$ cat src/rtl/conv_scheduler.sv
// Round-robin scheduler that time-shares one convolution engine between N_REQ requesters,
// remapping the engine's Y/Z addresses into the granted requester's RAM windows.
module conv_scheduler #(
  parameter int N_REQ          = 2,
  parameter int ADDR_WIDTH_Y   = 5,
  parameter int ADDR_WIDTH_Z   = 6,
  parameter int TIMEOUT_CYCLES = 1024
) (
  input  logic                            clk,
  input  logic                            rst,
  input  logic [N_REQ-1:0]                req_valid,
  output logic [N_REQ-1:0]                req_ready,
  input  logic [N_REQ*ADDR_WIDTH_Y-1:0]   req_size_Y,
  input  logic [N_REQ*ADDR_WIDTH_Y-1:0]   req_base_Y,
  input  logic [N_REQ*ADDR_WIDTH_Z-1:0]   req_base_Z,
  output logic [N_REQ-1:0]                cmp_valid,
  output logic [N_REQ-1:0]                cmp_error,
  output logic                            busy,
  output logic [$clog2(N_REQ)-1:0]        grant_id,
  output logic                            eng_start,
  output logic [ADDR_WIDTH_Y-1:0]         eng_mem_size_Y,
  input  logic                            eng_busy,
  input  logic                            eng_done,
  input  logic [ADDR_WIDTH_Y-1:0]         eng_mem_addr_Y,
  input  logic                            eng_write_Z,
  input  logic [ADDR_WIDTH_Z-1:0]         eng_mem_addr_Z,
  output logic [ADDR_WIDTH_Y-1:0]         mem_addr_Y,
  output logic [ADDR_WIDTH_Z-1:0]         mem_addr_Z,
  output logic                            write_Z
);

  localparam int GW = $clog2(N_REQ);
  localparam int CW = $clog2(TIMEOUT_CYCLES);
  localparam logic [CW-1:0] LAST_RUN = CW'(TIMEOUT_CYCLES - 1);
  localparam logic [GW:0]   N_REQ_W  = (GW+1)'(N_REQ);
  localparam logic [GW-1:0] LAST_REQ = GW'(N_REQ - 1);

  typedef enum logic [1:0] {IDLE, START, RUN, COMPLETE} state_t;

  state_t                  state;
  logic [GW-1:0]           rr_ptr;
  logic [GW-1:0]           grant_q;
  logic [ADDR_WIDTH_Y-1:0] size_q;
  logic [ADDR_WIDTH_Y-1:0] base_y_q;
  logic [ADDR_WIDTH_Z-1:0] base_z_q;
  logic [CW-1:0]           run_cnt;
  logic [N_REQ-1:0]        cmp_valid_q;
  logic [N_REQ-1:0]        cmp_error_q;
  logic                    eng_start_q;
  logic                    busy_q;

  logic                    found;
  logic [GW-1:0]           pick;
  logic [GW:0]             cand;
  logic                    accept;
  logic [ADDR_WIDTH_Y-1:0] sel_size;
  logic [N_REQ-1:0]        grant_onehot;

  // Search starts at rr_ptr and wraps, so the most recent winner goes last.
  always_comb begin
    found = 1'b0;
    pick  = '0;
    cand  = '0;
    for (int k = 0; k < N_REQ; k++) begin
      cand = {1'b0, rr_ptr} + (GW+1)'(k);
      if (cand >= N_REQ_W) cand = cand - N_REQ_W;
      if (!found && req_valid[cand[GW-1:0]]) begin
        found = 1'b1;
        pick  = cand[GW-1:0];
      end
    end
  end

  assign accept       = (state == IDLE) && !eng_busy && found && !rst;
  assign req_ready    = accept ? (N_REQ'(1) << pick) : '0;
  assign sel_size     = req_size_Y[pick*ADDR_WIDTH_Y +: ADDR_WIDTH_Y];
  assign grant_onehot = N_REQ'(1) << grant_q;

  always_ff @(posedge clk or posedge rst) begin
    if (rst) begin
      state       <= IDLE;
      rr_ptr      <= '0;
      grant_q     <= '0;
      size_q      <= '0;
      base_y_q    <= '0;
      base_z_q    <= '0;
      run_cnt     <= '0;
      cmp_valid_q <= '0;
      cmp_error_q <= '0;
      eng_start_q <= 1'b0;
      busy_q      <= 1'b0;
    end else begin
      eng_start_q <= 1'b0;
      cmp_valid_q <= '0;
      cmp_error_q <= '0;
      case (state)
        IDLE: begin
          if (accept) begin
            grant_q  <= pick;
            size_q   <= sel_size;
            base_y_q <= req_base_Y[pick*ADDR_WIDTH_Y +: ADDR_WIDTH_Y];
            base_z_q <= req_base_Z[pick*ADDR_WIDTH_Z +: ADDR_WIDTH_Z];
            rr_ptr   <= (pick == LAST_REQ) ? '0 : pick + 1'b1;
            busy_q   <= 1'b1;
            // An empty job is refused without ever waking the engine.
            if (sel_size == '0) begin
              state       <= COMPLETE;
              cmp_valid_q <= req_ready;
              cmp_error_q <= req_ready;
            end else begin
              state       <= START;
              eng_start_q <= 1'b1;
            end
          end
        end
        START: begin
          run_cnt <= '0;
          state   <= RUN;
        end
        RUN: begin
          run_cnt <= run_cnt + 1'b1;
          if (eng_done) begin
            state       <= COMPLETE;
            cmp_valid_q <= grant_onehot;
          end else if (run_cnt == LAST_RUN) begin
            state       <= COMPLETE;
            cmp_valid_q <= grant_onehot;
            cmp_error_q <= grant_onehot;
          end
        end
        COMPLETE: begin
          state  <= IDLE;
          busy_q <= 1'b0;
        end
        default: state <= IDLE;
      endcase
    end
  end

  assign cmp_valid      = cmp_valid_q;
  assign cmp_error      = cmp_error_q;
  assign eng_start      = eng_start_q;
  assign busy           = busy_q;
  assign grant_id       = grant_q;
  assign eng_mem_size_Y = size_q;

  // Writes are only honoured while a job owns the engine, so a timed-out engine cannot scribble.
  assign mem_addr_Y = base_y_q + eng_mem_addr_Y;
  assign mem_addr_Z = base_z_q + eng_mem_addr_Z;
  assign write_Z    = eng_write_Z && ((state == START) || (state == RUN));

endmodule

$ cat config.mk
export PLATFORM = sky130hd
export DESIGN_NAME = conv_scheduler
export DESIGN_NICKNAME = d
export VERILOG_FILES = /design/src/rtl/conv_scheduler.sv
export SDC_FILE = /design/constraint.sdc
export NUM_CORES = 1
export LEC_CHECK = 0
export CAP_MARGIN = 20
export CORE_MARGIN = 4
export CORE_UTILIZATION = 41
export DETAILED_ROUTE_END_ITERATION = 8
export GPL_TIMING_DRIVEN = 0
export PLACE_DENSITY_LB_ADDON = 0.2
export SLEW_MARGIN = 40
export SYNTH_ARGS = -nofsm -noshare
export SYNTH_HDL_FRONTEND = slang
export SYNTH_SLANG_ARGS = --single-unit
export TNS_END_PERCENT = 20
$ cat constraint.sdc
create_clock -name clk -period 1.7 [get_ports clk]
set_clock_uncertainty 0.05 [all_clocks]
set_input_delay 0.17 -clock clk [delete_from_list [all_inputs] [get_ports clk]]
set_output_delay 0.17 -clock clk [all_outputs]
set_load 0.01 [all_outputs]
==> impl_metrics.csv, run 1 <==
group,metric,value,unit
synth,yosysUniqueCellTypes,44,
global_routing,grt_pass1_wl,9.25,mm
floorplanning,std_cell_rows,26,
sta,slew_headroom,57.7,%
critical_path,required,1.48,ns
clock_network,clk_pin_slew,0.08,ns
sta,whs,0.300,ns
routing,ant_nets,0,
clock_network,cts_made_buffers,5,
routing,viasPerCell,5.09,
finish,num_antenna_cells,0,
global_routing,grt.total_usage,18.7,%
synth,syn_avg_cell_area,9.91,um2
finish,areaGrowthSynthToFinish,53.6,%
routing,wl_per_cell,14.8,um
synth,synth_common_cells,"dfrtp_1, inv_1, nand2_1",
clock_network,cts.htree.levels,2,
synth,yosysMostFrequentCell,"dfrtp_1",
critical_path,worstPathMaxFanout,3,
global_routing,grt_pass1_vias,1965,
finish,fin_nets,379,
routing,drt-initial-drc-count,57,
routing,wirelength,5.67,mm
global_routing,antenna_found_initial,0,
synth,synth_top_flop_cell,"dfrtp_1",
power_and_ir_drop,power.density,1430,nW/um2
synth,async_flop_share,100,%
floorplanning,die_area,6440,um2
outcome,status,"complete, but fails checks",
routing,drc,0,
sta,post-route-period-util,124,%
critical_path,crit_path_start_kind,"flip-flop",
flow_run,maxCapViolCount,0,
power_and_ir_drop,finalPower,4710,uW
critical_path,setup.worst_path.class,"flip-flop to output port",
synth,synthTopCellsByArea,"dfrtp_1, ha_1, a221o_1",
synth,syn_inst,216,
synth,yosysWarnings,0,
sta,slew_violations,0,
sta,hold_viol,0,
finish,n_fill_cell,429,
sta,fin_ws,-0.416,ns
sta,finalCriticalPeriod,2.12,ns
power_and_ir_drop,p_leak,0.00155,uW
clock_network,cts.sinks,36,
routing,first_pass_iters,4,
clock_network,cts_root_buf,"clkbuf_8",
critical_path,arrival,1.90,ns
synth,ys_seq_elements,36,
clock_network,clk_path_buf_depth,2,
clock_network,clock_latency,0.30,ns
place,dpl_worst_slack,-0.758,ns
sta,fmax,473,MHz
finish,drive_gt1_share,23.6,%
synth,yosysTopAreaCellShare,42.1,%
clock_network,cts_tree,"built",
floorplanning,core,5070,um2
critical_path,r2r_cells,6,
worst_hold_path,hold_path_class,"input port to asynchronous set/reset pin",
sta,finalSetupTns,-1.70,ns
routing,vias,1956,
synth,yosysTopAreaCell,"dfrtp_1",
synth,seq_area_frac_synth,42.1,%
synth,syn-num-nets,282,
place,portBuffers,75,
sta,rsz0062_at_grt,"yes",
floorplanning,die_w,80.3,um
place,hpwl,4.18,mm
outcome,violations,"setup timing",
global_routing,grt_max_degree,37,
sta,final-setup-viol-count,9,
floorplanning,initial_core_util,42.2,%
floorplanning,pin_count,76,
power_and_ir_drop,vdd_drop_max,0.000892,V
sta,worstMarginPinSlew,0.634,ns
global_routing,gr-total-overflow,0,
critical_path,critPathCaptureType,"output port",
floorplanning,dieHeight,80.3,um
clock_network,hold_buffers,0,
place,gp_congestion,0.815,
synth,synth_area,2140,um2
synth,synth_edf_count,0,
## power breakdown
part / switching [uW] / internal (uW)
clock: 311 / 323
combinational: 1270 / 1480
sequential: 190 / 1130
## layout by cell type, fill, tap and decap left out, types with 3 or more instances in the layout
cell	n
a21o_1	8
nand2_1	15
clkbuf_8	8
o21ai_0	14
inv_2	4
dfrtp_1	36
nand3_1	4
a21oi_2	4
ha_1	10
mux2i_1	7
clkinv_2	3
buf_6	6
xnor2_1	7
buf_2	9
inv_1	14
dlygate4sd2_1	3
ha_2	3
xor2_1	3
and3_1	11
nor2_1	11
buf_4	15
a221o_1	11
clkdlybuf4s50_1	60
## final timing paths
kind | end | slack (ns) | start
worst max-delay path | mem_addr_Z[5] | -0.42 | base_z_q[1]
worst min-delay path | state[0] | 0.30 | rst
worst max register to register | base_y_q[1] | 0.02 | state[0]
worst min register to register | eng_mem_size_Y[3] | 0.44 | eng_mem_size_Y[3]
max in group asynchronous | grant_id | 0.90 | rst
min in group clk | base_z_q[0] | 0.43 | req_base_Z[6]
## repair_timing
item                                    CTS  global route
pin swaps                                10             6
endpoints found under the setup margin   28            24
resized for setup                        75            16
setup buffers                            13             2
## sequential cells by signal, summed over array words and instances (netlist names), 2 cells and up
signal,flops
run_cnt,10
base_z_q,6
base_y_q,5
eng_mem_size_Y,5
cmp_error,2
cmp_valid,2
state,2
## metrics by stage
stage | util (%) | instance area [um2] | std cells
after floorplan | - | 2150 | 216
final | 64.8 | 3290 | 384
after global routing | 64.8 | 3290 | 384
after global placement | 58.9 | 2990 | 361
after CTS | 63.5 | 3220 | 382
after detailed placement | 58.9 | 2990 | 361
## critical path, cell delays in order (launching register included)
cell	delay (ns)
dfrtp_1	0.40
ha_1	0.28
a21o_1	0.17
a21o_1	0.20
a2111oi_4	0.33
nor3_2	0.07
buf_2	0.14
## layer usage
metal | share of wire [%] | vias to the layer above | GRT usage [%] | wire, um
met5 | 0 | - | 0 | 0
met4 | 1.3 | 0 | 6.93 | 71
met3 | 5.4 | 6 | 4.37 | 304
met2 | 50 | 51 | 32.0 | 2820
met1 | 44 | 917 | 22.7 | 2470
li1 | - | 982 | - | -
## kinds of logic (layout without fill, tap and decap cells)
group	count (synthesis)	after routing	share of synthesized area, %
and+or+nand+nor	68	68	17.5
DFF	36	36	42.1
AOI/OAI and AO/OA	52	52	17.4
buffers and inverters	26	124	5.14
adders and majority gates	16	16	10.1
xor gates and xnor gates	11	11	4.50
muxes	7	7	3.27
## layout make-up
| type | count | area, um2 | area share, % |
|---|---|---|---|
| Timing Repair Buffer | 90 | 822 | 25.0 |
| Inverter | 19 | 72.6 | 2.21 |
| Multi-Input combinational cell | 154 | 1240 | 37.7 |
| Clock buffer | 6 | 82.6 | 2.51 |
| Buffer | 7 | 72.6 | 2.21 |
| Tap cell | 70 | 87.6 | 2.66 |
| Sequential cell | 36 | 901 | 27.4 |
| Clock inverter | 2 | 10.0 | 0.304 |
No activity file was read; power rests on OpenSTA's default activity.
==> inputs of run 2 (changes only) <==
Settings changed: CORE_UTILIZATION 41 to 45.
Clock period 1.7 ns to 2.4 ns, I/O delays scaled along.
==> run 2 against run 1 <==
  * The flow now finishes without violations
  * Via count shrank 3.8%
  * First-iteration DRC count up 100%
  * Clock power is 30% lower
  * Critical path depth did not move
  * Setup slack better by 0.45 ns
  * Register-to-register slack improved by 0.44 ns
  * Routed wire length decreased by 2.7%
  * Largest cell class unchanged
==> impl_metrics.csv, run 2 (same netlist as run 1, synthesis figures left out) <==
group,metric,value,unit
outcome,status,"finished, final reports clean",
routing,viasPerCell,5.38,
place,dpl-instance-area,2960,um2
power_and_ir_drop,power.density,1010,nW/um2
critical_path,worstPathMaxFanout,10,
finish,fin_area,3070,um2
finish,fin_util,68.7,%
sta,post-route-period-util,98.6,%
critical_path,crit_path_start_kind,"flip-flop",
critical_path,arrival,2.08,ns
finish,final_common_cell,"clkdlybuf4s50_1",
clock_network,cts_tree,"built",
global_routing,antenna_found_initial,0,
sta,fmax,422,MHz
floorplanning,die_w,77.0,um
critical_path,cp_slowest_cell,"clkdlybuf4s50_1",
clock_network,clk_pin_slew,0.07,ns
sta,worstMarginPinSlew,0.634,ns
routing,wirelength,5.52,mm
critical_path,crit_buf_inv,3,
floorplanning,core,4470,um2
routing,ant_nets,0,
power_and_ir_drop,finalPower,3090,uW
global_routing,grt_pass1_vias,2005,
finish,layout_common_cells,"clkdlybuf4s50_1, dfrtp_1, inv_1",
place,hpwl,4.34,mm
clock_network,cts.htree.levels,2,
critical_path,cpPeakStageDelay,0.55,ns
sta,finalSetupTns,0,ns
global_routing,grt.total_usage,19.5,%
worst_hold_path,hold_path_class,"input port to asynchronous set/reset pin",
sta,finalCriticalPeriod,2.37,ns
critical_path,r2r_slack,0.46,ns
finish,reg_top3,"run_cnt x10, base_z_q x6",
routing,drc,0,
floorplanning,dieHeight,77.0,um
critical_path,path_cells,"inv_1 > ha_2 > nand3b_4 > nor2_4 > buf_4 > clkdlybuf4s50_1",
finish,fin_nets,363,
sta,fin_ws,0.0328,ns
routing,vias,1882,
finish,drive_gt1_share,7.05,%
critical_path,r2r-end,"run_cnt[9]",
clock_network,cts.sinks,36,
finish,largest_reg_flops,10,
sta,slew_headroom,57.7,%
finish,areaGrowthSynthToFinish,43.6,%
finish,num_antenna_cells,0,
finish,n_fill_cell,378,
routing,wl_per_cell,15.8,um
sta,slew_violations,0,
floorplanning,pin_count,76,
floorplanning,initial_core_util,47.8,%
floorplanning,std_cell_rows,24,
critical_path,setup.worst_path.class,"flip-flop to output port",
floorplanning,die_area,5930,um2
clock_network,cts_root_buf,"clkbuf_8",
sta,hold_viol,0,
critical_path,cp_top_family,"buffers and inverters",
critical_path,r2r-start,"state[1]",
place,dpl_worst_slack,-0.256,ns
sta,rsz0062_at_grt,"yes",
clock_network,cts_made_buffers,5,
clock_network,clk_path_buf_depth,2,
critical_path,r2r_cells,6,
finish,regMostFlops,"run_cnt",
critical_path,required,2.11,ns
clock_network,hold_buffers,0,
routing,first_pass_iters,4,
global_routing,grt_max_degree,37,
critical_path,critPathCaptureType,"output port",
global_routing,grt_pass1_wl,9.27,mm
clock_network,clock_latency,0.29,ns
power_and_ir_drop,vdd_drop_max,0.000471,V
global_routing,gr-total-overflow,0,
place,portBuffers,75,
routing,drt-initial-drc-count,116,
sta,final-setup-viol-count,0,
power_and_ir_drop,p_leak,0.00148,uW
place,gp_congestion,0.805,
flow_run,maxCapViolCount,0,
-- run 2: cell count changes in the layout (fill, tap and decap cells not counted), sizes merged --
cell and delta:
dlymetal6s2s +4, clkinv -2, dlygate4sd2 -1, buf -27, clkbuf +2, clkdlybuf4s50 +8
-- run 2: how the worst max path moves through the flow --
stage / slack (ns) / from / depth (start not counted) / endpoint
final: 0.03 / state[0] / 6 / req_ready[1]
after global routing: -0.1 / state[0] / 6 / req_ready[1]
after CTS: -0.04 / req_valid[1] / 5 / req_ready[1]
after detailed placement: -0.26 / eng_mem_addr_Z[1] / 7 / mem_addr_Z[5]
after global placement: -0.22 / eng_mem_addr_Z[1] / 7 / mem_addr_Z[5]
after floorplan: 0.61 / base_z_q[1] / 5 / mem_addr_Z[5]
-- run 2: routing by layer --
metal / track usage [%] / vias up / share of wire, %
met5: 0 / - / 0
met3: 3.75 / 10 / 3.9
met4: 7.12 / 0 / 1.8
met2: 35.3 / 45 / 51
li1: - / 939 / -
met1: 22.9 / 888 / 43
-- run 2: stage by stage --
step / hold WS [ns] / instances
6_report: 0.342 / 350
5_1_grt: 0.383 / 350
4_1_cts: 0.439 / 351
3_5_place_dp: 0.424 / 343
3_3_place_gp: 0.416 / 343
2_1_floorplan: 0.335 / 216
-- run 2: layout make-up --
type,count,area (um2),area share (%)
repair buffers,75,758,24.7
well taps,52,65.1,2.12
flip-flops and latches,36,901,29.3
plain buffers,6,41.3,1.34
inverters,19,72.6,2.36
clock buffers,8,90.1,2.93
multi-input cells,154,1150,37.3
-- run 2: timing repair --
action	CTS	global route
endpoints found under the setup margin	6	7
gates resized for setup	10	7
buffers inserted	0	0
pin swaps	1	1
-- run 2: worst reg2reg max path, stage by stage, from the launching register on --
cell	delay [ns]
dfrtp_1	0.41
inv_1	0.08
ha_2	0.48
nand4_1	0.21
nor4_1	0.37
xnor2_1	0.17
nor2_1	0.05
-- run 2: power by group --
group | internal (uW) | total [uW] | switching, uW
Clock | 234 | 443 | 208
Combinational | 915 | 1710 | 797
Sequential | 803 | 940 | 136
==> inputs of run 3 (changes only) <==
Settings changed: TNS_END_PERCENT 20 to 1.
==> results of run 3 <==
No change in the layout: final DEF, timing and power equal those of run 2.
==> edit 1, RTL diff (flow settings as in run 1) <==
Reset style: synchronous (`rst`), changed in one clocked block.
--- a/src/rtl/conv_scheduler.sv
+++ b/src/rtl/conv_scheduler.sv
@@ -78,3 +78,3 @@
 
-  always_ff @(posedge clk or posedge rst) begin
+  always_ff @(posedge clk) begin
     if (rst) begin
Check against the original RTL: differs if rst is asserted again (counterexample within 4 cycles, from zero or initial values and one cycle with rst high); with rst held inactive, the same outputs for 10 cycles.
==> edit 1 against run 1 <==
- the flow still finishes with violations (negative setup slack)
- cell area shrank 6.3%
- area after synthesis fell by 5.1%
- sequential cell count is the same
- worst setup slack better by 130 ps
- via count increased by 1.6%
- routed wire length down 5.7%
- worst hold slack gained 21 ps
- power fell by 27%
- register-to-register slack is essentially flat
- largest cell class unchanged
- largest power group unchanged
- highest routed layer unchanged
==> edit 1: results (changes against run 1) <==
- The final instance count without filler cells is 394 (+2.6%).
- The post-synthesis net count was 309 (+9.6%).
- The final reports fail on negative setup slack.
- The slowest stage of the critical path belongs to the cell dfxtp_4.
- The total routing resource utilization after global routing is 17.5% (-1.2 points).
- The delay of the slowest cell on the worst path is 350 ps (-50 ps).
- The final instance area is 3080 sq um (-6.3%).
- The filler cell count in the final layout was 450 (+4.9%).
- The most used flip-flop cell after synthesis is dfxtp_1.
- The DRC violation count after routing is 0 (unchanged).
- The arrival time reported for the critical path endpoint is 1760 ps (-140 ps).
- The share of synthesized area occupied by flip-flops and latches was 35.5% (-6.6 points).
- The global-route wire length before repair came to 8460 um (-8.5%).
- The source-to-sink clock delay at the later pin of the worst-skew pair is 280 ps (-20 ps).
- The pin count of the biggest net entering global routing is 18 (-51%).
- The final worst slack was -281 ps (+134 ps).
- The placed cell area is 2860 sq um (-4.5%).
- The share of synthesized cell area in full adder, half adder and majority cells is 10.6% (+0.55 points).
- The post-synthesis cell count is 243 (+13%).
- The worst ir drop on vdd is 813 uV (-8.9%).
- The initial detailed-routing violation count is 79 (+39%).
- The number of different library cells in the post-synthesis netlist is 37 (-16%).
- The slew at the pin closest to its max-slew limit is 548 ps (-86.4 ps).
- The async set-or-reset flop fraction in the synthesized netlist is 0% (-100 points).
- The number of failing setup endpoints in the final timing report is 9 (unchanged).
- The commonest cells after synthesis are nand2_1, dfxtp_1, nor2_1.
- The pre-CTS worst setup slack is -790 ps (-32.6 ps).
- The depth of the worst hold-timing path is 3.
- The static leakage power is 1.27 nW (-18%).
- The worst hold-check path type is in -> reg.
- The area fraction in compound gates after synthesis came to 17.2% (-0.23 points).
- The run finished, with violations left.
- The layout cell share with drive strength beyond 1 was 20.2% (-3.4 points).
- The routability-driven placement congestion ratio is 0.772 (-5.3%).
- The setup TNS after final layout is -941 ps (+762 ps).
- The post-detailed-routing wire length is 5340 um (-5.7%).
- The half-perimeter wire length after detailed placement is 3990 um (-4.5%).
- By area the synthesized netlist is led by dfxtp_1, ha_1, nand2_1.
- The multiplexer fraction of the synthesized cell area is 0% (-3.3 points).
- The number of port buffers came to 74 (-1.3%).
- The post-synthesis xor/xnor area fraction is 6.90% (+2.4 points).
- The total number of nets in the final design is 393 (+3.7%).
- The number of placed cells counting well taps is 384 (+6.4%).
- The number of cells on the worst reg-to-reg path is 5 (-1).
==> edit 1: cell types whose count changed in the layout (fill, tap and decap cells not counted), sizes merged, moves of 11 or more <==
cell / run 1 / this run
a221o: 11 / 0
a311oi: 1 / 16
dfrtp: 36 / 0
dfxtp: 0 / 36
nand2: 16 / 39
nor2: 14 / 33
o21ai: 16 / 3
==> edit 1: where the power goes <==
group | leakage, nW | switching, mW | internal, mW
logic | 0.924 | 0.830 | 0.874
clock network | 0.0503 | 0.291 | 0.361
registers | 0.298 | 0.0941 | 0.999
==> edit 1: worst paths after layout <==
kind,startpoint,end
worst max register to register,run_cnt[0],cmp_error[0]
worst min-delay path,req_valid[1],eng_start
worst min register to register,run_cnt[1],run_cnt[1]
worst max-delay path,base_z_q[1],mem_addr_Z[5]
==> edit 1: final cells by class <==
type | instances | area share, %
plain buffers | 10 | 2.15
repair buffers | 78 | 23.8
flip-flops and latches | 36 | 23.8
multi-input cells | 182 | 42.7
inverters | 14 | 1.71
well taps | 67 | 2.72
clock buffers | 7 | 3.13
==> edit 1: timing repair <==
item | 4_1_cts | 5_1_grt
endpoints found under the hold margin | 0 | 0
gates cloned | 0 | 0
resized for setup | 65 | 32
setup endpoints to repair | 27 | 28
buffers inserted | 3 | 1
hold buffers | 0 | 0
pin swaps | 7 | 16
==> edit 1: per-layer routing <==
metal  global-route usage [%]  part of all wire, %  up-vias
met3                     3.56                  5.8        4
met1                     20.8                   43      907
met2                     30.6                   50       60
met5                        0                    0        -
li1                         -                    -     1016
met4                     6.82                 0.79        0
==> edit 1: worst register-to-register path, stage by stage, from the launching register on <==
cell	delay, ps
dfxtp_2	350
ha_2	200
and4_4	240
and4_4	260
or3b_1	380
a21oi_2	140
==> edit 2, RTL diff (settings of run 1) <==
Without the edit above. Set the parameter `TIMEOUT_CYCLES` to 512 (it was 1024).
--- a/src/rtl/conv_scheduler.sv
+++ b/src/rtl/conv_scheduler.sv
@@ -6,3 +6,3 @@
   parameter int ADDR_WIDTH_Z   = 6,
-  parameter int TIMEOUT_CYCLES = 1024
+  parameter int TIMEOUT_CYCLES = 512
 ) (
Formal check against the unedited RTL: same outputs for any inputs over 10 cycles, from zero or initial values and one cycle with rst high; that may be too few to reach the edited logic, so the function may still have changed.
==> edit 2 against run 1 <==
- the flow still finishes with violations (negative setup slack)
- area after synthesis decreased by 3.3%
- power is 4.7% higher
- routed wire length grew 4.2%
- clock power up 2%
- cell area rose by 3.2%
- worst setup slack gained 65 ps
- die area down 3.0%
- sequential cell count down 1
- critical path type unchanged
- largest power group unchanged
==> edit 2: results (changes against run 1) <==
- The final reports fail on negative setup slack.
- The average wire per cell in the routed design is 15.1 um (+2.3%).
- The met3 track demand over resource is 3.40% (-0.97 points).
- The count of synthesis-stage warnings from yosys is 0 (unchanged).
- The met2 track demand over resource came to 32.6% (+0.54 points).
- The total number of nets in the final design is 390 (+2.9%).
- The deepest level of the CTS H-tree is 2 (unchanged).
- The share of synthesized area occupied by flip-flops and latches is 42.3% (+0.22 points).
- The routed length on met2 was 3060 um (+8.5%).
- The most critical setup path has its startpoint at state[1].
- The mean post-synth cell area is 9.46 sq um (-4.6%).
- The detailed-routed wire length on met3 is 354 um (+16%).
- The number of vias after detailed routing was 1958 (+0.10%).
- The slack of the worst reg-to-reg path is -170 ps (-190 ps).
- The static leakage power is 1.53 nW (-1.7%).
- The worst ir drop on vdd is 1160 uV (+30%).
- The arrival time reported for the critical path endpoint is 1830 ps (-70 ps).
- The reg-to-reg startpoint is run_cnt[0].
- The total routing resource utilization after global routing was 18.5% (-0.22 points).
- The pin count of the biggest net entering global routing is 36 (-2.7%).
- By count the netlist is led by dfrtp_1, nor2_1, a21oi_1.
- The detailed-route wire length on metal 1 came to 2410 um (-2.4%).
- The final worst slack is -351 ps (+65.1 ps).
- The routability-driven placement congestion ratio was 0.841 (+3.2%).
- The number of port buffers is 75 (unchanged).
- The number of antenna violations at the first check in global routing is 0 (unchanged).
- The setup TNS after final layout is -2670 ps (-969 ps).
- The global-route wire length before repair is 9160 um (-0.97%).
- The post-synthesis net count is 286 (+1.4%).
- The number of cells on the worst reg-to-reg path came to 8 (+2).
- The slowest stage of the critical path belongs to the cell or3b_4.
- The average vias per placed instance is 5.01 (-1.7%).
- The initial detailed-routing violation count is 83 (+46%).
- The run finished, with violations left.
- In the final layout, the registers with the most flip-flops are run_cnt (9), base_z_q (6).
- The number of different library cells in the post-synthesis netlist is 33 (-25%).
- The placed cell area is 2940 sq um (-1.6%).
- The worst register-to-register path ends at state[1].
- The pre-CTS worst setup slack came to -766 ps (-8.20 ps).
- The last element of the critical path is req_ready[0].
- The layout cell share with drive strength beyond 1 is 26.2% (+2.7 points).
- The source-to-sink clock delay at the later pin of the worst-skew pair is 270 ps (-30 ps).
- In the post-synthesis netlist, the biggest area contributors are dfrtp_1, ha_1, mux2i_1.
- The async set-or-reset flop fraction in the synthesized netlist is 100% (unchanged).
- The met1 track utilization from global routing is 22.8% (+0.068 points).
- The remaining max-slew budget at the tightest pin is 51.9% (-5.8 points).
- The half-perimeter wire length after detailed placement came to 3990 um (-4.6%).
- The highest fanout seen on the critical path was 2 (-1).
- The number of failing setup endpoints in the final timing report is 26 (+17).
==> edit 2: worst max-delay path, delay by kind of cell (launching register included) <==
kind,cells,cell delay (ps)
DFF,1,390
and+or+nand+nor,3,630
buffers and inverters,4,400
adders and majority gates,1,130
==> edit 2: logic make-up (layout without fill, tap and decap cells) <==
group / Yosys count / after routing / share of synthesized area [%]
AND/OR/NAND/NOR: 65 / 65 / 15.5
adder cells (fa/ha/maj): 17 / 17 / 11.0
multiplexers: 18 / 18 / 8.70
AO/OA/AOI/OAI: 48 / 48 / 13.0
XOR/XNOR: 10 / 10 / 4.23
buffers and inverters: 26 / 131 / 5.32
flip-flops: 35 / 35 / 42.3
==> edit 2: area by class of cell <==
type | instances | area, sq um
fill | 374 | 1420
multi-input combinational | 158 | 1290
timing repair buffer | 98 | 906
sequential | 35 | 876
clock buffer | 8 | 100
tap | 67 | 83.8
buffer | 7 | 72.6
inverter | 18 | 67.6
==> edit 2: where the power goes <==
part / internal [mW] / total (mW) / switching (mW)
logic: 1.62 / 3.00 / 1.38
registers: 1.10 / 1.29 / 0.186
clock network: 0.370 / 0.644 / 0.275
==> edit 2: repair_timing <==
item | 4_1_cts | 5_1_grt
hold buffers | 0 | 0
pin swaps | 17 | 12
setup endpoints to repair | 34 | 38
hold endpoints to repair | 0 | 0
buffers inserted | 14 | 9
gates resized for setup | 81 | 29
==> edit 2: worst min-delay path by stage <==
stage | from | endpoint | slack, ps | cells past startpoint
after global routing | rst | state[0] | 470 | 2
after floorplan | rst | base_y_q[0] | 270 | 1
final | rst | state[0] | 440 | 2
after global placement | rr_ptr | rr_ptr | 440 | 2
after CTS | rst | run_cnt[0] | 400 | 2
after detailed placement | rr_ptr | rr_ptr | 450 | 2
